File: src/rtl/shift_sequencer_if.sv
// shift_sequencer_if: start/operand request and result bundle; ovf exists only with SHIFT_SEQ_OVF_EN.
interface shift_sequencer_if;
  logic       start;
  logic [7:0] din;
  logic [3:0] amt;
  logic       busy;
  logic       done;
  logic [7:0] dout;
  logic [1:0] shift_ctrl;
`ifdef SHIFT_SEQ_OVF_EN
  logic       ovf;
  modport master (output start, din, amt, input busy, done, dout, shift_ctrl, ovf);
  modport slave  (input start, din, amt, output busy, done, dout, shift_ctrl, ovf);
`else
  modport master (output start, din, amt, input busy, done, dout, shift_ctrl);
  modport slave  (input start, din, amt, output busy, done, dout, shift_ctrl);
`endif
endinterface

File: src/rtl/shift_sequencer.sv
// shift_sequencer: multi-cycle left shifter, at most STEP_MAX bits per cycle.
// Optional overflow flag when SHIFT_SEQ_OVF_EN is defined.
module shift_sequencer #(
  parameter int STEP_MAX = 3
) (
  input logic clk,
  input logic rst,
  shift_sequencer_if.slave bus
);
  typedef enum logic [1:0] {IDLE, RUN, DONE} state_t;
  localparam logic [3:0] SM = 4'(STEP_MAX);
  state_t      state;
  logic [7:0]  work;
  logic [3:0]  rem;
  logic [15:0] shifted;
  logic [3:0]  nrem;
  assign shifted = {8'b0, work} << bus.shift_ctrl;
  assign nrem = rem - {2'b0, bus.shift_ctrl};
  function automatic logic [1:0] step(input logic [3:0] r);
    return r > SM ? SM[1:0] : r[1:0];
  endfunction
  // shift_ctrl is precomputed one edge ahead so it is registered yet always min(rem, STEP_MAX) in RUN
  always_ff @(posedge clk or posedge rst) begin
    if (rst) begin
      state          <= IDLE;
      work           <= '0;
      rem            <= '0;
      bus.busy       <= 1'b0;
      bus.done       <= 1'b0;
      bus.dout       <= '0;
      bus.shift_ctrl <= '0;
`ifdef SHIFT_SEQ_OVF_EN
      bus.ovf        <= 1'b0;
`endif
    end else begin
      case (state)
        IDLE: if (bus.start) begin
          work           <= bus.din;
          rem            <= bus.amt;
          bus.shift_ctrl <= step(bus.amt);
          bus.busy       <= 1'b1;
`ifdef SHIFT_SEQ_OVF_EN
          bus.ovf        <= 1'b0;
`endif
          state          <= RUN;
        end
        RUN: begin
          work <= shifted[7:0];
          rem  <= nrem;
`ifdef SHIFT_SEQ_OVF_EN
          bus.ovf <= bus.ovf | (|shifted[15:8]);
`endif
          if (nrem == 4'd0) begin
            state          <= DONE;
            bus.dout       <= shifted[7:0];
            bus.done       <= 1'b1;
            bus.shift_ctrl <= '0;
          end else
            bus.shift_ctrl <= step(nrem);
        end
        DONE: begin
          bus.done <= 1'b0;
          bus.busy <= 1'b0;
          state    <= IDLE;
        end
        default: state <= IDLE;
      endcase
    end
  end
endmodule

File: src/flat_wrapper.sv
// flat-port wrapper written by rule: the top's interface ports become plain ports
module shift_sequencer_flat 
#(
  parameter int STEP_MAX = 3
)
  (clk, rst, bus_start, bus_din, bus_amt, bus_busy, bus_done, bus_dout, bus_shift_ctrl);
  shift_sequencer_if bus_i ();
  input logic clk;
  input logic rst;
  input wire logic [$bits(bus_i.start)-1:0] bus_start;
  input wire logic [$bits(bus_i.din)-1:0] bus_din;
  input wire logic [$bits(bus_i.amt)-1:0] bus_amt;
  output wire logic [$bits(bus_i.busy)-1:0] bus_busy;
  output wire logic [$bits(bus_i.done)-1:0] bus_done;
  output wire logic [$bits(bus_i.dout)-1:0] bus_dout;
  output wire logic [$bits(bus_i.shift_ctrl)-1:0] bus_shift_ctrl;
  assign bus_i.start = bus_start;
  assign bus_i.din = bus_din;
  assign bus_i.amt = bus_amt;
  assign bus_busy = bus_i.busy;
  assign bus_done = bus_i.done;
  assign bus_dout = bus_i.dout;
  assign bus_shift_ctrl = bus_i.shift_ctrl;
  shift_sequencer #(.STEP_MAX(STEP_MAX)) u_core (.clk(clk), .rst(rst), .bus(bus_i));
endmodule
File: config.mk
export PLATFORM = sky130hd
export DESIGN_NAME = shift_sequencer_flat
export DESIGN_NICKNAME = d
export VERILOG_FILES = /design/src/rtl/shift_sequencer_if.sv /design/src/rtl/shift_sequencer.sv /design/src/flat_wrapper.sv
export SDC_FILE = /design/constraint.sdc
export NUM_CORES = 1
export LEC_CHECK = 0
export BUFFER_PORTS_ARGS = -buffer_cell sky130_fd_sc_hd__buf_4
export CAP_MARGIN = 20
export CORE_ASPECT_RATIO = 0.6
export CORE_MARGIN = 2
export CORE_UTILIZATION = 50
export CTS_CLUSTER_SIZE = 30
export DETAILED_ROUTE_END_ITERATION = 10
export PLACE_DENSITY_LB_ADDON = 0.12
export REMOVE_ABC_BUFFERS = 1
export SLEW_MARGIN = 20
export SYNTH_ARGS = -nofsm -noshare
export SYNTH_HDL_FRONTEND = slang
export SYNTH_SLANG_ARGS = --single-unit
File: constraint.sdc
create_clock -name clk -period 6.2 [get_ports clk]
set_input_delay 0.31 -clock clk [delete_from_list [all_inputs] [get_ports clk]]
set_output_delay 0.31 -clock clk [all_outputs]
set_load 0.03 [all_outputs]
Yosys cells after proc, flatten, opt, wreduce, memory -nomap -nowiden
Index checks and enable logic that the tools add are counted.
- equality and inequality tests: 4
- shifts and indexed selects: 1
- $lt $le $gt $ge: 2
- reduce and logical (&&, ||, !) cells: 10
- multiplexer cells: 16
- $add $sub $neg: 1
- operator list (kind ; number):
    one-hot mux 8 bit (2 select lines) ; 1
    two-way mux 2 bit ; 6
    AND reduction 2 bit ; 5
    greater-than comparator 4 x 2 -> 1 bit (second input constant) ; 2
    two-way mux 8 bit ; 1
    one-hot mux 2 bit (2 select lines) ; 2
    one-hot mux 4 bit (2 select lines) ; 1
    << shifter 8 x 2 -> 8 bit ; 1
    nonzero test 2 bit ; 3
    zero test 4 bit ; 1
    two-way mux 4 bit ; 1
    one-hot mux 1 bit (2 select lines) ; 2
    subtractor 4 x 2 -> 4 bit ; 1
    equality test 2 x 1 -> 1 bit (second input constant) ; 1
    equality test 2 bit (second input constant) ; 1
    zero test 2 bit ; 1
    two-way mux 1 bit ; 2
    inequality test 2 x 1 -> 1 bit (second input constant) ; 1
    inequality test 2 bit (second input constant) ; 1
- output and inout port bits: 12
- bits in registers: 26
- word-level logic and storage cells: 41

Logic depth before layout (Yosys ltp)
- depth in word-level cells: 5
- gate-level depth with buffers: 6
- depth with buffers taken out: 6

Worst setup path before layout
OpenSTA, ideal clock, no wires.
- path kind: reg-to-reg
- start: register u_core.bus.shift_ctrl[1]
- end: register u_core.bus.dout[0]
- stages on the path, launching flop included: 7
- required time: 6075 ps
- setup slack: 3978 ps
- arrival: 2097 ps
- period minus slack after synthesis: 2222 ps
- setup time: 125 ps
- cell sequence: dfrtp_1 -> inv_2 -> ha_1 -> nor2b_1 -> a21oi_2 -> o22ai_4 -> mux2_2
- longest elaborated chain between the ends: 3
- elaborated cells on any way between the ends: 4
- classes of those cells: add/sub (1); shift (1); reduce/logical (2)
- RTL lines (element ; line ; RTL):
    start, declared ; shift_sequencer_if.sv:16 ; modport slave (input start, din, amt, output busy, done, dout, shift_ctrl);
    start signal, assigned ; shift_sequencer.sv:40 ; bus.shift_ctrl <= step(bus.amt);
    start signal, assigned ; shift_sequencer.sv:59 ; bus.shift_ctrl <= step(nrem);
    subtractor 4 x 2 -> 4 bit ; shift_sequencer.sv:18 ; assign nrem = rem - {2'b0, bus.shift_ctrl};
    zero test 4 bit ; shift_sequencer.sv:53 ; if (nrem == 4'd0) begin
    AND reduction 2 bit (no source line) ; - ;
    end signal, assigned ; shift_sequencer.sv:55 ; bus.dout <= shifted[7:0];
    end, declared ; shift_sequencer_if.sv:16 ;
Several ways; a longest one is shown, not always the timed one.
A chain may end at the register's enable or synchronous reset.

Final worst setup path
- start: register u_core.bus.shift_ctrl[0]
- end: register u_core.bus.dout[6]
Same word-level chain as after synthesis.

==> summary.md <==
| Metric | Value |
|---|---|
| Nets | 185 |
| Die Y-Extent | 46 µm |
| Die area | 0.003404 mm² |
| Critical Path RT | 6360 ps |
| Commonest non-fill, non-tap cell in the layout | buf_4 |
| Hold slack | -1.666 ps |
| DRT iter0 DRCs | 76 |
| Post-synthesis adder-cell area fraction | 2.553% |
| CTS H-tree lvls | 1 |
| Via Count | 1134 |
| Worst-margin pin slew | 753.4 ps |
| Top cell type's share of synthesized area | 44.26% |
| CTS tree | built |
| Reg-to-Reg End | u_core.bus.dout[6]$_DFFE_PP0P_ |
| Port bufs | 26 |
| Clk_skew | 1.684 ps |
| Max-Cap Viols | 0 |
| Reg2reg setup slack | 3830 ps |
| Period utilization | 38.22% |
| Wire per inst | 15.78 µm |
| Die Wd | 74.01 µm |
| Setup repair bufs after CTS | 0 |
| Max_slew headroom | 49.72% |
| Final Wtd Congestion | 0.9415 |
| Ant diodes | 0 |
| Final setup viols | 0 |
| Avg Inst Size Synth | 10.58 µm² |
| Ranking of synthesized cells by area | dfrtp_1 44%, mux2i_1 16%, mux2_2 6.1% |
| Hold Violations, Final | 8 |
| Mux share of post-synthesis cell area | 21.79% |
| CP Cell Sequence | ha_1, nor2b_1, a22oi_2, o22ai_4, mux2_2 |
| XOR/XNOR share of the synthesized area | 0% |
| Area leader, netlist | dfrtp_1 |
| Crit start category | flip-flop |
| Clock-pin slew on the worst setup and hold paths | 90 ps |
| DRT Wirelength | 3283 µm |
| Top achievable clock speed | 422.0 MHz |
| Inserted Clock Buffers | 3 |
| Synth Area in Compound Gates | 13.53% |
| Initial Utilization | 51.88% |
| Post-synth cell types | 31 |
| Final min period | 2370 ps |
| CTS sink count | 26 |
| Via density per instance | 5.452 |
| Clock power share | 13.3% |
| CP endpoint kind | flip-flop |
| Initial antenna violation count | 0 |
| Core area | 0.002834 mm² |
| Post-synthesis simple-gate area fraction | 15.15% |
| Crit Reg-Reg Startpoint | u_core.bus.shift_ctrl[0]$_DFFE_PP0P_ |
| Most frequent cells in the layout | 27 x buf_4, 26 x dfrtp_1, 23 x mux2i_1 |
| Flop pwr share | 34.5% |
| FP Rows | 15 |
| Crit Path Category | reg -> reg |
| Cell internal pwr | 0.0004719 W |
| Antenna Nets Post-Route | 0 |
| Post-synthesis register bit count | 26 |
| Clk root buf | clkbuf_8 |
| Peak supply drop | 0.0002455 V |
| HP Class | in -> async |
| Vias in the first global route | 1067 |
| Synth warnings | 0 |
| Critical path's largest stage delay | 720 ps |
| DRC | 0 |
| Drt pass-1 iters | 4 |
| All-Layer GR Usage | 21.04% |
| Failing checks | hold timing |
| CP max stage cell | dfrtp_1 |
| Post-Synthesis Cells | 139 |
| Post-DP HPWL | 2402 µm |
| Slew Limit Fails | 0 |
| Largest family of logic cells by synthesized area | multiplexers |
| I/O pins | 27 |
| Post-CTS Resized | 0 |
| Total power density per cell area | 467.9 mW/mm² |
| Logic pwr share | 52.2% |
| Sequential share of the synthesized area | 44.26% |
| Unrepaired setup endpoints after global routing | no |
| Grt ovf | 0 |
| Leakage | 0.8409 nW |
| Hold_buf cts | 0 |
| CP Max Fanout | 13 |
| First-pass GRT wire length | 5223 µm |
| Layout cell share with drive strength beyond 1 | 28.92% |
| Outcome | finished, violations left |
| Largest net degree at the start of global routing | 27 |
| Switching part of the total | 43.24% |
| R2R depth | 5 |
| CP arrival | 2530 ps |
| Clock Latency Late Sink | 270 ps |
| Post-Synthesis Cell Area | 0.001470 mm² |
| Synthesis-to-finish area growth | 20.85% |
| Setup_tns | 0 ps |
| Clock tree buffer depth | 2 |
| Switching Power | 0.0003595 W |
## layer usage
layer,up-vias,track usage [%],share of wire [%]
met3,2,7.080,7.5
met2,42,30.18,42
li1,558,-,-
met5,-,0,0
met1,532,31.36,50
met4,0,2.909,0.24
## cell type report
class / count / area (µm²)
fillers: 240 / 1057
multi-input cells: 103 / 782.0
flip-flops and latches: 26 / 650.6
repair buffers: 28 / 217.7
clock buffers: 4 / 55.05
well taps: 42 / 52.55
inverters: 5 / 18.77
## worst max-delay path: cells and delay by family (launching register included)
kind	cells	cell delay, ps
fa+ha+maj	1	320
mux	1	390
flops	1	720
compound gates	2	530
simple gates	1	290
## cell usage after synthesis (all sizes together)
cell type / count
dfrtp: 26
a21o: 1
a31oi: 1
nor3: 3
and3b: 1
mux2: 8
a22oi: 1
o21ai: 11
buf: 2
a211oi: 1
ha: 3
nand3b: 2
nor2: 10
a221oi: 1
a311oi: 1
o22ai: 5
mux2i: 23
a21oi: 5
nor3b: 2
nor2b: 4
inv: 5
and2b: 1
nand2: 12
nand4bb: 1
nand2b: 3
or3: 1
clkbuf: 3
a2bb2oi: 2
## how the worst max path moves through the flow
stage	from	endpoint
6_report	u_core.bus.shift_ctrl[0]$_DFFE_PP0P_	u_core.bus.dout[6]$_DFFE_PP0P_
4_1_cts	u_core.bus.shift_ctrl[0]$_DFFE_PP0P_	u_core.bus.dout[6]$_DFFE_PP0P_
5_1_grt	u_core.bus.shift_ctrl[0]$_DFFE_PP0P_	u_core.bus.dout[6]$_DFFE_PP0P_
3_3_place_gp	u_core.bus.shift_ctrl[0]$_DFFE_PP0P_	u_core.bus.dout[1]$_DFFE_PP0P_
3_5_place_dp	u_core.bus.shift_ctrl[0]$_DFFE_PP0P_	u_core.bus.dout[6]$_DFFE_PP0P_
2_1_floorplan	u_core.bus.shift_ctrl[1]$_DFFE_PP0P_	u_core.bus.dout[0]$_DFFE_PP0P_
## logic make-up after synthesis
kind of cell               count (synthesis)
AOI/OAI and AO/OA                         29
adders and majority gates                  3
buffers and inverters                     10
DFF                                       26
muxes                                     31
and+or+nand+nor                           40
## per-stage QoR
stage | cell area (µm²) | util (%) | setup slack (ps) | total power (W) | cells
floorplan | 1449 | - | 3978 | 0.0005982 | 134
global route | 1777 | 62.69 | 3675 | 0.0008907 | 208
CTS | 1759 | 62.08 | 3845 | 0.0008291 | 207
global placement | 1704 | 60.13 | 3943 | 0.0007055 | 203
detailed placement | 1704 | 60.13 | 3866 | 0.0007177 | 203
finish | 1777 | 62.69 | 3830 | 0.0008313 | 208
## state kept, by name, indices dropped and copies added (netlist names)
register,count
u_core.bus.busy,1
u_core.bus.done,1
u_core.bus.dout,8
u_core.bus.shift_ctrl,2
u_core.rem,4
u_core.state,2
u_core.work,8
## power by group through the flow
stage | registers (W) | logic, W | clock network, W
after floorplan | 0.000311 | 0.000287 | 0
after global placement | 0.000285 | 0.000420 | 0
after detailed placement | 0.000288 | 0.000430 | 0
after CTS | 0.000285 | 0.000431 | 0.000113
after global routing | 0.000296 | 0.000476 | 0.000119
final | 0.000287 | 0.000434 | 0.000110
No activity file was read; power rests on OpenSTA's default activity.
